==> config.mk <==
export PLATFORM = sky130hd
export DESIGN_NAME = fetch_queue
export DESIGN_NICKNAME = d
export VERILOG_FILES = /design/src/rtl/fetch_queue_pkg.sv /design/src/rtl/fetch_queue_ram.sv /design/src/rtl/fetch_queue.sv
export SDC_FILE = /design/constraint.sdc
export NUM_CORES = 1
export LEC_CHECK = 0
export BUFFER_PORTS_ARGS = -buffer_cell sky130_fd_sc_hd__buf_2
export CORE_MARGIN = 8
export CORE_UTILIZATION = 57
export CTS_CLUSTER_SIZE = 8
export DETAILED_ROUTE_END_ITERATION = 10
export PLACE_DENSITY = 0.77
export SETUP_SLACK_MARGIN = 0.3
export SKIP_CTS_REPAIR_TIMING = 1
export SYNTH_ARGS = -nofsm -noshare
export SYNTH_HDL_FRONTEND = slang
export SYNTH_SLANG_ARGS = --single-unit
==> constraint.sdc <==
create_clock -name clk_i -period 2.55 [get_ports clk_i]
set_clock_uncertainty 0.05 [all_clocks]
set_input_delay 0.255 -clock clk_i [delete_from_list [all_inputs] [get_ports clk_i]]
set_output_delay 0.255 -clock clk_i [all_outputs]
set_load 0.01 [all_outputs]
==> src/rtl/fetch_queue_pkg.sv <==
// Shared CPU-wide constants for the fetch path: datapath width, instruction width, NOP encoding.
// Decode substitutes NOP whenever the fetch queue presents no valid entry.
package fetch_queue_pkg;

  localparam int unsigned DATA_W  = 32;
  localparam int unsigned INSTR_W = 32;
  localparam logic [INSTR_W-1:0] NOP = 32'h0000_0013;

endpackage

==> src/rtl/fetch_queue_ram.sv <==
// DEPTH x W register array for fetch_queue: synchronous write, asynchronous read.
// Storage is deliberately not reset; validity is tracked by the owner's pointers and count.
module fetch_queue_ram #(
  parameter int unsigned DEPTH = 4,
  parameter int unsigned W     = 64,
  parameter int unsigned AW    = $clog2(DEPTH)
) (
  input  logic          clk_i,
  input  logic          we,
  input  logic [AW-1:0] waddr,
  input  logic [W-1:0]  wdat,
  input  logic [AW-1:0] raddr,
  output logic [W-1:0]  rdat
);

  logic [W-1:0] mem [DEPTH];

  always_ff @(posedge clk_i) begin
    if (we) mem[waddr] <= wdat;
  end

  assign rdat = mem[raddr];

endmodule

==> src/rtl/fetch_queue.sv <==
// Instruction prefetch FIFO of {pc, instr}; an entry written at edge N is at the head after edge N.
// When full, keep_o holds the PC so it is re-presented; flush empties the queue in one cycle.
module fetch_queue
  import fetch_queue_pkg::*;
#(
  parameter int unsigned DEPTH  = 4,
  parameter int unsigned DATA_W = fetch_queue_pkg::DATA_W,
  localparam int unsigned AW    = $clog2(DEPTH),
  localparam int unsigned CW    = $clog2(DEPTH) + 1
) (
  input  logic              clk_i,
  input  logic              rst_i,
  input  logic [DATA_W-1:0] pc_i,
  input  logic [DATA_W-1:0] instr_i,
  input  logic              fetch_valid_i,
  input  logic              flush_i,
  output logic              keep_o,
  output logic              deq_valid_o,
  input  logic              deq_ready_i,
  output logic [DATA_W-1:0] deq_pc_o,
  output logic [DATA_W-1:0] deq_instr_o,
  output logic [CW-1:0]     count_o
);

  logic [AW-1:0]       wp, rp;
  logic [CW-1:0]       count;
  logic [2*DATA_W-1:0] rd_dat;
  logic                full, empty, enq, deq;

  assign full  = (count == CW'(DEPTH));
  assign empty = (count == '0);
  assign enq   = fetch_valid_i & ~full & ~flush_i;
  assign deq   = deq_valid_o & deq_ready_i;

  // keep_o must not see deq_ready_i: the PC is released only after the dequeue edge.
  assign keep_o = full & ~flush_i;

  always_ff @(posedge clk_i or negedge rst_i) begin
    if (!rst_i) begin
      wp    <= '0;
      rp    <= '0;
      count <= '0;
    end else if (flush_i) begin
      wp    <= '0;
      rp    <= '0;
      count <= '0;
    end else begin
      if (enq) wp <= wp + 1'b1;
      if (deq) rp <= rp + 1'b1;
      if (enq && !deq)      count <= count + 1'b1;
      else if (deq && !enq) count <= count - 1'b1;
    end
  end

  fetch_queue_ram #(
    .DEPTH (DEPTH),
    .W     (2*DATA_W)
  ) u_ram (
    .clk_i (clk_i),
    .we    (enq),
    .waddr (wp),
    .wdat  ({pc_i, instr_i}),
    .raddr (rp),
    .rdat  (rd_dat)
  );

  assign deq_valid_o = ~empty;
  assign deq_pc_o    = empty ? '0 : rd_dat[2*DATA_W-1:DATA_W];
  assign deq_instr_o = empty ? '0 : rd_dat[DATA_W-1:0];
  assign count_o     = count;

endmodule

# Word-level counts from Yosys, hierarchy flattened
# Memory sizes are Yosys's and may differ from the RTL's.
# Index checks and enable logic that the tools add are counted.
[totals]
ff_bits = 7
ram_bits = 256
in_bits = 69
out_inout_bits = 69
mem_count = 1
[classes]
add_sub_neg = 4
n_eq_ne = 1
n_mux = 11
n_bitwise = 7
reduce_logical = 8
[memory_table]
columns = ["memory", "depth", "word_bits", "read_ports", "rd_clocked_by_memory_dff", "wr", "line_no", "text"]
rows = [
  ["u_ram.mem", 4, 64, 1, 0, 1, "fetch_queue_ram.sv:16", "logic [W-1:0] mem [DEPTH];"],
]
[op_table]
columns = ["cell", "n"]
rows = [
  ["2-to-1 mux 32 bit", 2],
  ["2-to-1 mux 3 bit", 3],
  ["2-to-1 mux 2 bit", 4],
  ["adder 2 x 1 -> 2 bit, second input constant", 2],
  ["AND 1 bit", 4],
  ["nonzero test 2 bit", 2],
  ["adder 3 x 1 -> 3 bit, second input constant", 1],
  ["== test 3 bit, second input constant", 1],
  ["zero test 3 bit", 1],
  ["NOT 1 bit", 3],
  ["nonzero test 3 bit", 1],
  ["subtractor 3 x 1 -> 3 bit, second input constant", 1],
  ["logical AND 1 bit", 2],
  ["zero test 1 bit", 2],
  ["2-to-1 mux 1 bit", 2],
]

# Longest topological paths before layout
# Gate-level depths: netlist of run 1.
[depth]
depth_word = 9
mapped_depth = 8
mapped_depth_nobuf = 8

# By module
# From an unflattened synthesis of run 1, not the netlist that was laid out.
[hier_totals]
hier_cells = 468
area_unflattened_um2 = 10348.7
[modules_own_cells]
columns = ["module", "instances", "cells_each", "area_each_um2"]
rows = [
  ["fetch_queue_ram", 1, 338, 9341.5],
  ["fetch_queue", 1, 130, 1007.2],
]

# Worst setup path after synthesis of run 1
# No wires, ideal clock.
[synth_path]
kind = "register to register"
from = "register count[1], in the netlist count_o[1]"
to = "register count[2], in the netlist count_o[2]"
setup_ps = 120
arrival_ps = 2227
required_time_ps = 2380
setup_slack_ps = 153
stages_incl_launch_ff = 9
n_path_buf = 0
synth_period_minus_slack_ps = 2397
path_cell_list = "dfrtp_1 -> or3b_4 -> and3b_4 -> and2_2 -> fa_1 -> nand2_1 -> nor2_1 -> a311o_2 -> and3_1"
[synth_via]
elab_chain_len = 7
elab_cells_between_ends = 17
[synth_lines]
columns = ["item", "line_no", "text"]
rows = [
  ["start, declared", "fetch_queue.sv:26", "logic [CW-1:0] count;"],
  ["start signal, assigned", "fetch_queue.sv:50", "if (enq && !deq) count <= count + 1'b1;"],
  ["start signal, assigned", "fetch_queue.sv:51", "else if (deq && !enq) count <= count - 1'b1;"],
  ["== test 3 bit / zero test 3 bit (equally long branches)", "fetch_queue.sv:30, fetch_queue.sv:31", ""],
  ["NOT 1 bit (on tied branches)", "fetch_queue.sv:32, fetch_queue.sv:67", ""],
  ["AND 1 bit (on tied branches)", "fetch_queue.sv:32, fetch_queue.sv:33", ""],
  ["AND 1 bit / zero test 1 bit (equally long branches)", "fetch_queue.sv:32, fetch_queue.sv:50", ""],
  ["logical AND 1 bit / zero test 1 bit (equally long branches)", "fetch_queue.sv:50, fetch_queue.sv:51", ""],
  ["2-to-1 mux 3 bit / logical AND 1 bit (equally long branches)", "fetch_queue.sv:50, fetch_queue.sv:51", ""],
  ["2-to-1 mux 3 bit / nonzero test 3 bit (equally long branches)", "-", ""],
]
# Several ways; a longest one is shown, not always the timed one. The select of a mux whose other input is x is not followed.
# A chain may end at the register's enable or synchronous reset.

# Final worst setup path of run 1
[layout_path]
from = "register rp[0]"
to = "output deq_pc_o[23]"
[layout_via]
elab_chain_len = 2
[layout_lines]
columns = ["item", "line_no", "text"]
rows = [
  ["start, declared", "fetch_queue.sv:25", "logic [AW-1:0] wp, rp;"],
  ["start signal, assigned", "fetch_queue.sv:49", "if (deq) rp <= rp + 1'b1;"],
  ["memory (4 x 64 bit)", "-", ""],
  ["2-to-1 mux 32 bit", "fetch_queue.sv:68", "assign deq_pc_o = empty ? '0 : rd_dat[2*DATA_W-1:DATA_W];"],
  ["end, declared", "fetch_queue.sv:20", "output logic [DATA_W-1:0] deq_pc_o,"],
]
# Every way passes these cells.

==> results of run 1 <==
state kept, by name (all words and copies together), names as in the netlist:
| register | count |
|---|---|
| wp | 2 |
| rp | 2 |
| u_ram.mem | 256 |
| count_o | 3 |
logic make-up (layout without fill, tap and decap cells):
family                   Yosys count  count (layout)  synth area share, %
flip-flops                       263             263                77.54
AND/OR/NAND/NOR                   88              88                5.318
multiplexers                      65              65                14.33
buffers and inverters             27             302                1.209
AO/OA/AOI/OAI                      6               6               0.3949
XOR/XNOR                           6               6               0.5184
adder cells (fa/ha/maj)            5               5               0.6910
other                              0               1                    0
power breakdown:
group,leakage [nW],internal [W],switching (W)
Combinational,1.94,0.00273,0.00208
Sequential,2.41,0.00505,0.0000991
Clock,0.503,0.00276,0.00165
Total,4.86,0.0105,0.00382
layer usage:
layer,vias to the layer above,track usage (%)
met3,24,5.188
met1,2792,22.63
met4,0,5.300
li1,2377,-
met5,-,0
met2,232,30.47
area by class of cell:
| cell class | instances | area [µm²] |
|---|---|---|
| fill | 890 | 3710 |
| inverter | 5 | 18.77 |
| sequential | 263 | 7871 |
| multi-input combinational | 170 | 2286 |
| antenna | 1 | 2.502 |
| clock inverter | 1 | 8.758 |
| timing repair buffer | 242 | 2146 |
| clock buffer | 54 | 1032 |
| tap | 225 | 281.5 |
worst max-delay path by stage:
stage                               to  slack, ns  cells past startpoint
after CTS                 deq_pc_o[16]      -0.07                      4
after global routing      deq_pc_o[23]       0.08                      5
after floorplan             count_o[2]       0.31                      8
final                     deq_pc_o[23]       0.14                      5
after global placement      count_o[2]       0.26                      7
after detailed placement    count_o[2]       0.22                      7
stage by stage:
stage | power (W) | utilization (%) | worst slack, ns
6_report | 0.01436 | 78.63 | 0.1415
5_1_grt | 0.01493 | 78.61 | 0.08307
4_1_cts | 0.01296 | 70.64 | -0.06646
3_5_place_dp | 0.008552 | 64.64 | 0.2177
3_3_place_gp | 0.008485 | 64.64 | 0.2604
2_1_floorplan | 0.007276 | - | 0.3073
worst max-delay path, delay by kind of cell, from the launching register on:
kind	cells	cell delay [ns]
buffers and inverters	3	0.44
multiplexers	1	0.52
flip-flops	1	0.46
AND/OR/NAND/NOR	1	0.18
cells in the final DEF (no fill, tap or decap), types with 3 or more instances in the layout:
master         synthesis  final
and2_1                64     23
and2_4                 0     46
buf_12                 0      7
buf_2                  5     96
buf_4                  4     17
buf_6                  0     49
clkbuf_1              10     15
clkbuf_16              0     44
dfrtp_2                0      4
dlygate4sd3_1          0     65
edfxtp_1             256    256
ha_1                   4      4
inv_1                  5      5
mux4_2                64     64
nor2_1                 9      8
xnor2_1                3      3
xor2_1                 3      3
==> impl_metrics.py, run 1 <==
metrics = {
    "status": {
        "outcome": "finished, violations left",
        "failed_checks": "negative hold slack",
    },
    "logic_synthesis": {
        "netlist_top_cells_count": "256 x edfxtp_1, 64 x and2_1, 64 x mux4_2",
        "yosysMostFrequentCell": "edfxtp_1",
        "synth_area_um2": 10140,
        "synth_seq_area_share_pct": 77.54,
        "yosysTopAreaCellShare_pct": 75.81,
        "yosys_warnings": 0,
        "yosysTopAreaCell": "edfxtp_1",
        "synth_edf_count": 256,
        "yosys-top-cells-area": "edfxtp_1 76%, mux4_2 14%, and2_1 3.9%",
        "synth_area_per_cell_um2": 22.04,
        "synthArstFlopShare_pct": 2.662,
        "ys_seq_elements": 263,
        "syn_inst": 460,
        "syn-num-nets": 534,
        "synth_ff_type": "edfxtp_1",
        "yosys.cell_types.count": 28,
    },
    "cts": {
        "cts_sinks": 263,
        "clk_latency_ns": 0.50,
        "cts_root_buf": "clkbuf_16",
        "clk_pin_slew_ns": 0.05,
        "htreeDepth": 2,
        "clock_path_buffers": 3,
        "cts_buffers": 38,
        "cts_tree": "built",
    },
    "floorplan": {
        "die_h_um": 149.4,
        "initial_utilization_pct": 58.42,
        "io_pins": 138,
        "fp.coreArea_um2": 17360,
        "rows": 48,
        "dieArea_um2": 22310,
        "die_width_um": 149.4,
    },
    "route": {
        "met3_length_um": 1677,
        "met1Wirelength_um": 9049,
        "first_iter_violations": 397,
        "routed_wl_um": 23330,
        "first_pass_iters": 4,
        "dr.max_layer_used": "met4",
        "dr_wl_met2_um": 12290,
        "viasPerCell": 5.645,
        "wl_per_cell_um": 24.27,
        "drc_errors": 0,
        "final_antenna_net_count": 0,
        "vias": 5425,
    },
    "critical_path": {
        "reg2regPathDepth": 8,
        "slowest_delay_ns": 0.52,
        "worstSetupPathType": "flop to primary output",
        "crit_arrival_ns": 2.10,
        "worstReg2RegEnd": "count_o[2]",
        "cp_max_fo": 8,
        "cp-end-kind": "primary output",
        "reg2reg_slack_ns": 0.28,
        "worstPathCellList": "buf_12 -> clkbuf_16 -> mux4_2 -> and2_4 -> buf_6",
        "startpoint_type": "flop",
        "regToRegStartpoint": "count_o[1]",
        "cp_slowest_cell": "mux4_2",
        "cp.required_ns": 2.25,
        "critPathLaunch": "rp[0]",
    },
    "sta": {
        "report.final.slew_viol_count": 0,
        "fmax_mhz": 415.2,
        "post-route-period-util_pct": 94.45,
        "hold_viol": 1,
        "max_slew_margin_pct": 64.68,
        "min_period_ns": 2.409,
        "fin_tns_setup_ns": 0,
        "setup_violations": 0,
        "worstMarginPinSlew_ns": 0.5298,
        "holdWs_ns": -0.0006379,
        "rsz0062_at_grt": "yes",
    },
    "hold_path": {
        "holdPathEnd": "wp[1]",
        "min-delay-start": "flush_i",
        "min_path_cells": 2,
        "hp-class": "input pin to flop",
    },
    "finish": {
        "syn2layout_area_growth_pct": 34.59,
        "drive_gt1_share_pct": 46.39,
        "final_area_um2": 13650,
        "finalNetCount": 794,
        "fin_cells": 961,
    },
    "global_route": {
        "gr-total-overflow": 0,
        "grt_antenna_before_repair": 0,
        "grt_max_degree": 55,
        "grt_pass1_vias": 5575,
        "grtUsageTotal_pct": 18.15,
        "grt_pass1_wl_um": 30750,
    },
    "placement": {
        "routabilityCongestion": 0.7321,
        "dp_cells": 815,
        "portBuffers": 137,
        "placed_cell_area_um2": 11220,
        "dp_hpwl_um": 12110,
    },
    "power": {
        "total_leakage_power_nw": 4.856,
        "ir_drop_v": 0.0007664,
        "power_density_nw_per_um2": 1052,
    },
    "flow_run": {
        "maxCapViolCount": 0,
    },
}
Note: power is estimated with default switching activity, not from simulation.
==> run 2, diff against run 1 <==
--- a/config.mk
+++ b/config.mk
@@ -6,11 +6,12 @@
 export NUM_CORES = 1
 export LEC_CHECK = 0
 export BUFFER_PORTS_ARGS = -buffer_cell sky130_fd_sc_hd__buf_2
+export CORE_ASPECT_RATIO = 0.9
 export CORE_MARGIN = 8
-export CORE_UTILIZATION = 57
+export CORE_UTILIZATION = 40
 export CTS_CLUSTER_SIZE = 8
 export DETAILED_ROUTE_END_ITERATION = 10
-export PLACE_DENSITY = 0.77
+export PLACE_DENSITY = 0.57
 export SETUP_SLACK_MARGIN = 0.3
 export SKIP_CTS_REPAIR_TIMING = 1
 export SYNTH_ARGS = -nofsm -noshare
==> constraint.sdc (replaced) <==
create_clock -name clk_i -period 2.97 [get_ports clk_i]
set_clock_uncertainty 0.05 [all_clocks]
set_input_delay 0.297 -clock clk_i [delete_from_list [all_inputs] [get_ports clk_i]]
set_output_delay 0.297 -clock clk_i [all_outputs]
set_load 0.01 [all_outputs]
==> impl_metrics.py, run 2 (synthesis results as in run 1) <==
metrics = {
    "floorplan": {
        "initial_utilization_pct": 40.48,
        "dieArea_um2": 30710,
        "die_h_um": 167.0,
        "die_width_um": 183.8,
        "rows": 55,
        "io_pins": 138,
        "fp.coreArea_um2": 25050,
    },
    "finish": {
        "max_flop_register": "u_ram.mem",
        "final_common_cell": "edfxtp_1",
        "syn2layout_area_growth_pct": 29.00,
        "largest_reg_flops": 256,
        "final_area_um2": 13080,
        "final_cell_mix": "256 x edfxtp_1, 137 x buf_2, 65 x dlygate4sd3_1",
        "drive_gt1_share_pct": 37.98,
        "final_util_pct": 52.22,
        "finalNetCount": 768,
    },
    "sta": {
        "rsz0062_at_grt": "no",
        "fin_tns_setup_ns": 0,
        "hold_viol": 0,
        "setup_violations": 0,
        "worst_slack_ns": 0.4301,
        "post-route-period-util_pct": 85.52,
        "min_period_ns": 2.540,
        "max_slew_margin_pct": 69.22,
        "report.final.slew_viol_count": 0,
        "fmax_mhz": 393.7,
        "worstMarginPinSlew_ns": 0.4617,
    },
    "route": {
        "vias": 5194,
        "drc_errors": 0,
        "first_iter_violations": 196,
        "final_antenna_net_count": 0,
        "routed_wl_um": 20940,
        "dr_wl_met2_um": 9873,
        "wl_per_cell_um": 20.02,
        "dr.max_layer_used": "met4",
        "first_pass_iters": 5,
        "viasPerCell": 4.966,
        "met3_length_um": 1256,
        "met1Wirelength_um": 9386,
    },
    "hold_path": {
        "hp-class": "input pin to flop",
    },
    "cts": {
        "cts_buffers": 38,
        "htreeDepth": 2,
        "cts_root_buf": "clkbuf_16",
        "cts_tree": "built",
        "clk_pin_slew_ns": 0.05,
        "cts_sinks": 263,
        "clock_path_buffers": 3,
        "clk_latency_ns": 0.50,
    },
    "global_route": {
        "grt_max_degree": 37,
        "grt_antenna_before_repair": 1,
        "grtUsageTotal_pct": 13.61,
        "grt_pass1_vias": 5644,
        "gr-total-overflow": 0,
        "grt_pass1_wl_um": 32210,
    },
    "critical_path": {
        "worstSetupPathType": "flop to flop",
        "crit_arrival_ns": 2.88,
        "cp_max_fo": 7,
        "cp-end-kind": "flop",
        "startpoint_type": "flop",
        "cp.required_ns": 3.31,
    },
    "power": {
        "total_leakage_power_nw": 4.563,
        "power_density_nw_per_um2": 847.2,
        "p_total_w": 0.01108,
        "ir_drop_v": 0.0005262,
    },
    "placement": {
        "portBuffers": 137,
        "routabilityCongestion": 0.7667,
        "dp_hpwl_um": 12390,
        "pre_cts_ws_ns": 0.4702,
        "placed_cell_area_um2": 11370,
    },
    "flow_run": {
        "maxCapViolCount": 0,
    },
    "status": {
        "outcome": "finished, final reports clean",
    },
}
## run 2: critical path, stage by stage (launching register included)
cell and delay, ns:
dfrtp_1 0.45, or3b_4 0.45, and3b_4 0.23, and2_2 0.18, fa_1 0.42, nand2_1 0.11
nor2_1 0.06, a311o_2 0.34, and3_1 0.14
## run 2: path summary, 6_finish.rpt
| kind | from | endpoint | slack, ns | cells past startpoint |
|---|---|---|---|---|
| setup / recovery | count_o[1] | count_o[2] | 0.43 | 8 |
| hold / removal | flush_i | rp[1] | 0.04 | 2 |
| setup reg to reg | count_o[1] | count_o[2] | 0.43 | 8 |
| hold reg to reg | wp[1] | wp[1] | 0.54 | 2 |
| max in group asynchronous | rst_i | rp[0] | 2.58 | 2 |
| min in group asynchronous | rst_i | count_o[1] | 0.10 | 2 |
## run 2: cell type report
cell class,instances,area (µm²)
Timing Repair Buffer,216,1541
Antenna cell,1,2.502
Inverter,5,18.77
Multi-Input combinational cell,170,2163
Tap cell,342,427.9
Fill cell,2042,11970
Clock buffer,49,1056
Sequential cell,263,7870
## run 2: stage by stage
stage,std cells,hold WS [ns]
after detailed placement,931,0.09184
after global routing,1046,0.03970
final,1046,0.04045
after floorplan,460,-0.04859
after global placement,931,0.08795
after CTS,980,-0.4497
## run 2: per-layer routing
layer  GRT usage [%]  up-vias
li1                -     2325
met1           17.97     2668
met2           21.62      162
met3           3.916       39
met4           4.031        0
met5               0        -
## run 2: where the power goes
part | total, W | internal [W] | switching [W]
Clock | 0.00380 | 0.00243 | 0.00137
Combinational | 0.00287 | 0.00141 | 0.00146
Sequential | 0.00441 | 0.00433 | 0.0000802
==> run 3, diff against run 2 <==
--- a/config.mk
+++ b/config.mk
@@ -11,6 +11,7 @@
 export CORE_UTILIZATION = 40
 export CTS_CLUSTER_SIZE = 8
 export DETAILED_ROUTE_END_ITERATION = 10
+export GPL_TIMING_DRIVEN = 0
 export PLACE_DENSITY = 0.57
 export SETUP_SLACK_MARGIN = 0.3
 export SKIP_CTS_REPAIR_TIMING = 1
==> constraint.sdc (replaced) <==
create_clock -name clk_i -period 2.5 [get_ports clk_i]
set_clock_uncertainty 0.05 [all_clocks]
set_input_delay 0.25 -clock clk_i [delete_from_list [all_inputs] [get_ports clk_i]]
set_output_delay 0.25 -clock clk_i [all_outputs]
set_load 0.01 [all_outputs]
==> impl_metrics.py, run 3 (synthesis results as in run 1) <==
metrics = {
    "critical_path": {
        "cp.required_ns": 2.20,
        "crit_arrival_ns": 2.08,
        "cp_common_cell": "clkbuf_16",
        "worstReg2RegEnd": "count_o[2]",
        "startpoint_type": "flop",
        "cp_slowest_cell": "dfrtp_2",
        "reg2regPathDepth": 8,
        "reg2reg_slack_ns": 0.15,
        "critPathBufInv": 4,
        "critPathLaunch": "rp[0]",
        "slowest_delay_ns": 0.41,
        "cp-endpoint": "deq_pc_o[15]",
        "regToRegStartpoint": "count_o[1]",
        "worstPathCellList": "buf_4 -> clkbuf_16 -> clkbuf_16 -> mux4_2 -> and2_1 -> buf_2",
        "cpLargestDelayFamily": "buffers and inverters",
        "cp.depth": 6,
        "cp_max_fo": 5,
        "cp-end-kind": "primary output",
        "worstSetupPathType": "flop to primary output",
    },
    "hold_path": {
        "min_path_cells": 3,
        "hp-class": "input pin to flop",
    },
    "placement": {
        "portBuffers": 136,
        "pre_cts_ws_ns": 0.03443,
        "dp_hpwl_um": 13120,
        "dp_cells": 942,
        "routabilityCongestion": 0.7625,
    },
    "finish": {
        "final_common_cell": "edfxtp_1",
        "fin_cells": 1078,
        "finalNetCount": 803,
        "n_fill_cell": 1988,
        "max_flop_register": "u_ram.mem",
        "diodes": 0,
        "largest_reg_flops": 256,
        "drive_gt1_share_pct": 46.33,
        "final_cell_mix": "256 x edfxtp_1, 107 x buf_2, 65 x dlygate4sd3_1",
        "syn2layout_area_growth_pct": 36.46,
    },
    "route": {
        "drc_errors": 0,
        "dr_wl_met2_um": 11350,
        "dr.max_layer_used": "met4",
        "viasPerCell": 4.993,
        "first_iter_violations": 295,
        "vias": 5382,
        "met3_length_um": 1377,
        "first_pass_iters": 4,
        "wl_per_cell_um": 21.60,
        "final_antenna_net_count": 0,
        "routed_wl_um": 23280,
        "met1Wirelength_um": 10170,
    },
    "cts": {
        "cts_tree": "built",
        "clk_latency_ns": 0.49,
        "clock_path_buffers": 3,
        "cts_buffers": 38,
        "cts_root_buf": "clkbuf_16",
        "htreeDepth": 2,
        "cts_sinks": 263,
        "clk_pin_slew_ns": 0.04,
    },
    "global_route": {
        "grtUsageTotal_pct": 13.78,
        "grt_pass1_vias": 5589,
        "grt_max_degree": 43,
        "grt_pass1_wl_um": 32290,
        "grt_antenna_before_repair": 0,
        "gr-total-overflow": 0,
    },
    "status": {
        "outcome": "finished, final reports clean",
    },
    "floorplan": {
        "die_width_um": 183.8,
        "die_h_um": 167.0,
        "dieArea_um2": 30710,
        "fp.coreArea_um2": 25050,
        "io_pins": 138,
        "initial_utilization_pct": 40.48,
        "rows": 55,
    },
    "power": {
        "total_leakage_power_nw": 4.900,
        "power_density_nw_per_um2": 1051,
        "ir_drop_v": 0.0006347,
    },
    "sta": {
        "post-route-period-util_pct": 95.04,
        "max_slew_margin_pct": 55.20,
        "setup_violations": 0,
        "rsz0062_at_grt": "yes",
        "report.final.slew_viol_count": 0,
        "min_period_ns": 2.376,
        "worstMarginPinSlew_ns": 0.6663,
        "worst_slack_ns": 0.1240,
        "fmax_mhz": 420.9,
        "hold_viol": 0,
    },
    "flow_run": {
        "maxCapViolCount": 0,
    },
}
[run 3: cell count changes in the layout (fill, tap and decap cells not counted), moves of 4 or more]
cell and delta:
and2_4 +36, buf_4 +5, buf_16 +4, dfrtp_2 +4, buf_2 -30, buf_6 +35, and2_1 -35, clkbuf_16 +6
[run 3: layout make-up]
class	instances	area, µm²	share of cell area [%]
flip-flops and latches	263	7868	56.86
repair buffers	225	1942	14.03
multi-input cells	174	2297	16.60
clock buffers	46	1002	7.243
well taps	342	427.9	3.093
inverters	5	18.77	0.1356
plain buffers	22	272.8	1.971
clock inverters	1	8.758	0.06330
[run 3: worst min-delay path by stage]
stage / from / end / slack (ns)
after global routing: fetch_valid_i / wp[1] / 0.02
after CTS: rst_i / count_o[2] / -0.47
final: fetch_valid_i / wp[1] / 0.02
after detailed placement: rst_i / count_o[2] / 0.05
after global placement: rst_i / count_o[2] / 0.04
after floorplan: rst_i / count_o[0] / -0.1
[run 3: stage by stage]
step                cell area, µm²  hold slack, ns  power, W  setup TNS (ns)  utilization (%)
global placement             11250         0.04332  0.008713         -102.93            44.93
global route                 13840         0.02486   0.01519               0            55.24
CTS                          12380         -0.4726   0.01324          -21.86            49.43
detailed placement           11370         0.04784  0.008789               0            45.39
floorplan                    10150        -0.09559  0.007422               0                -
finish                       13840         0.02071   0.01454               0            55.24
[run 3: metal layers]
layer  up-vias  track usage (%)
met4         0            3.645
met1      2791            17.66
li1       2388                -
met3        34            3.850
met2       169            22.78
met5         -                0
[run 3: tightest hold or removal path: cells and delay by family]
| kind | cells | cell delay (ns) |
|---|---|---|
| simple gates | 1 | 0.07 |
| buf+inv | 1 | 0.14 |
| compound gates | 1 | 0.05 |
[run 3: report_power, final]
| part | internal, W | switching [W] |
|---|---|---|
| Clock | 0.00276 | 0.00166 |
| Sequential | 0.00514 | 0.0000883 |
| Combinational | 0.00278 | 0.00211 |
| Total | 0.0107 | 0.00385 |
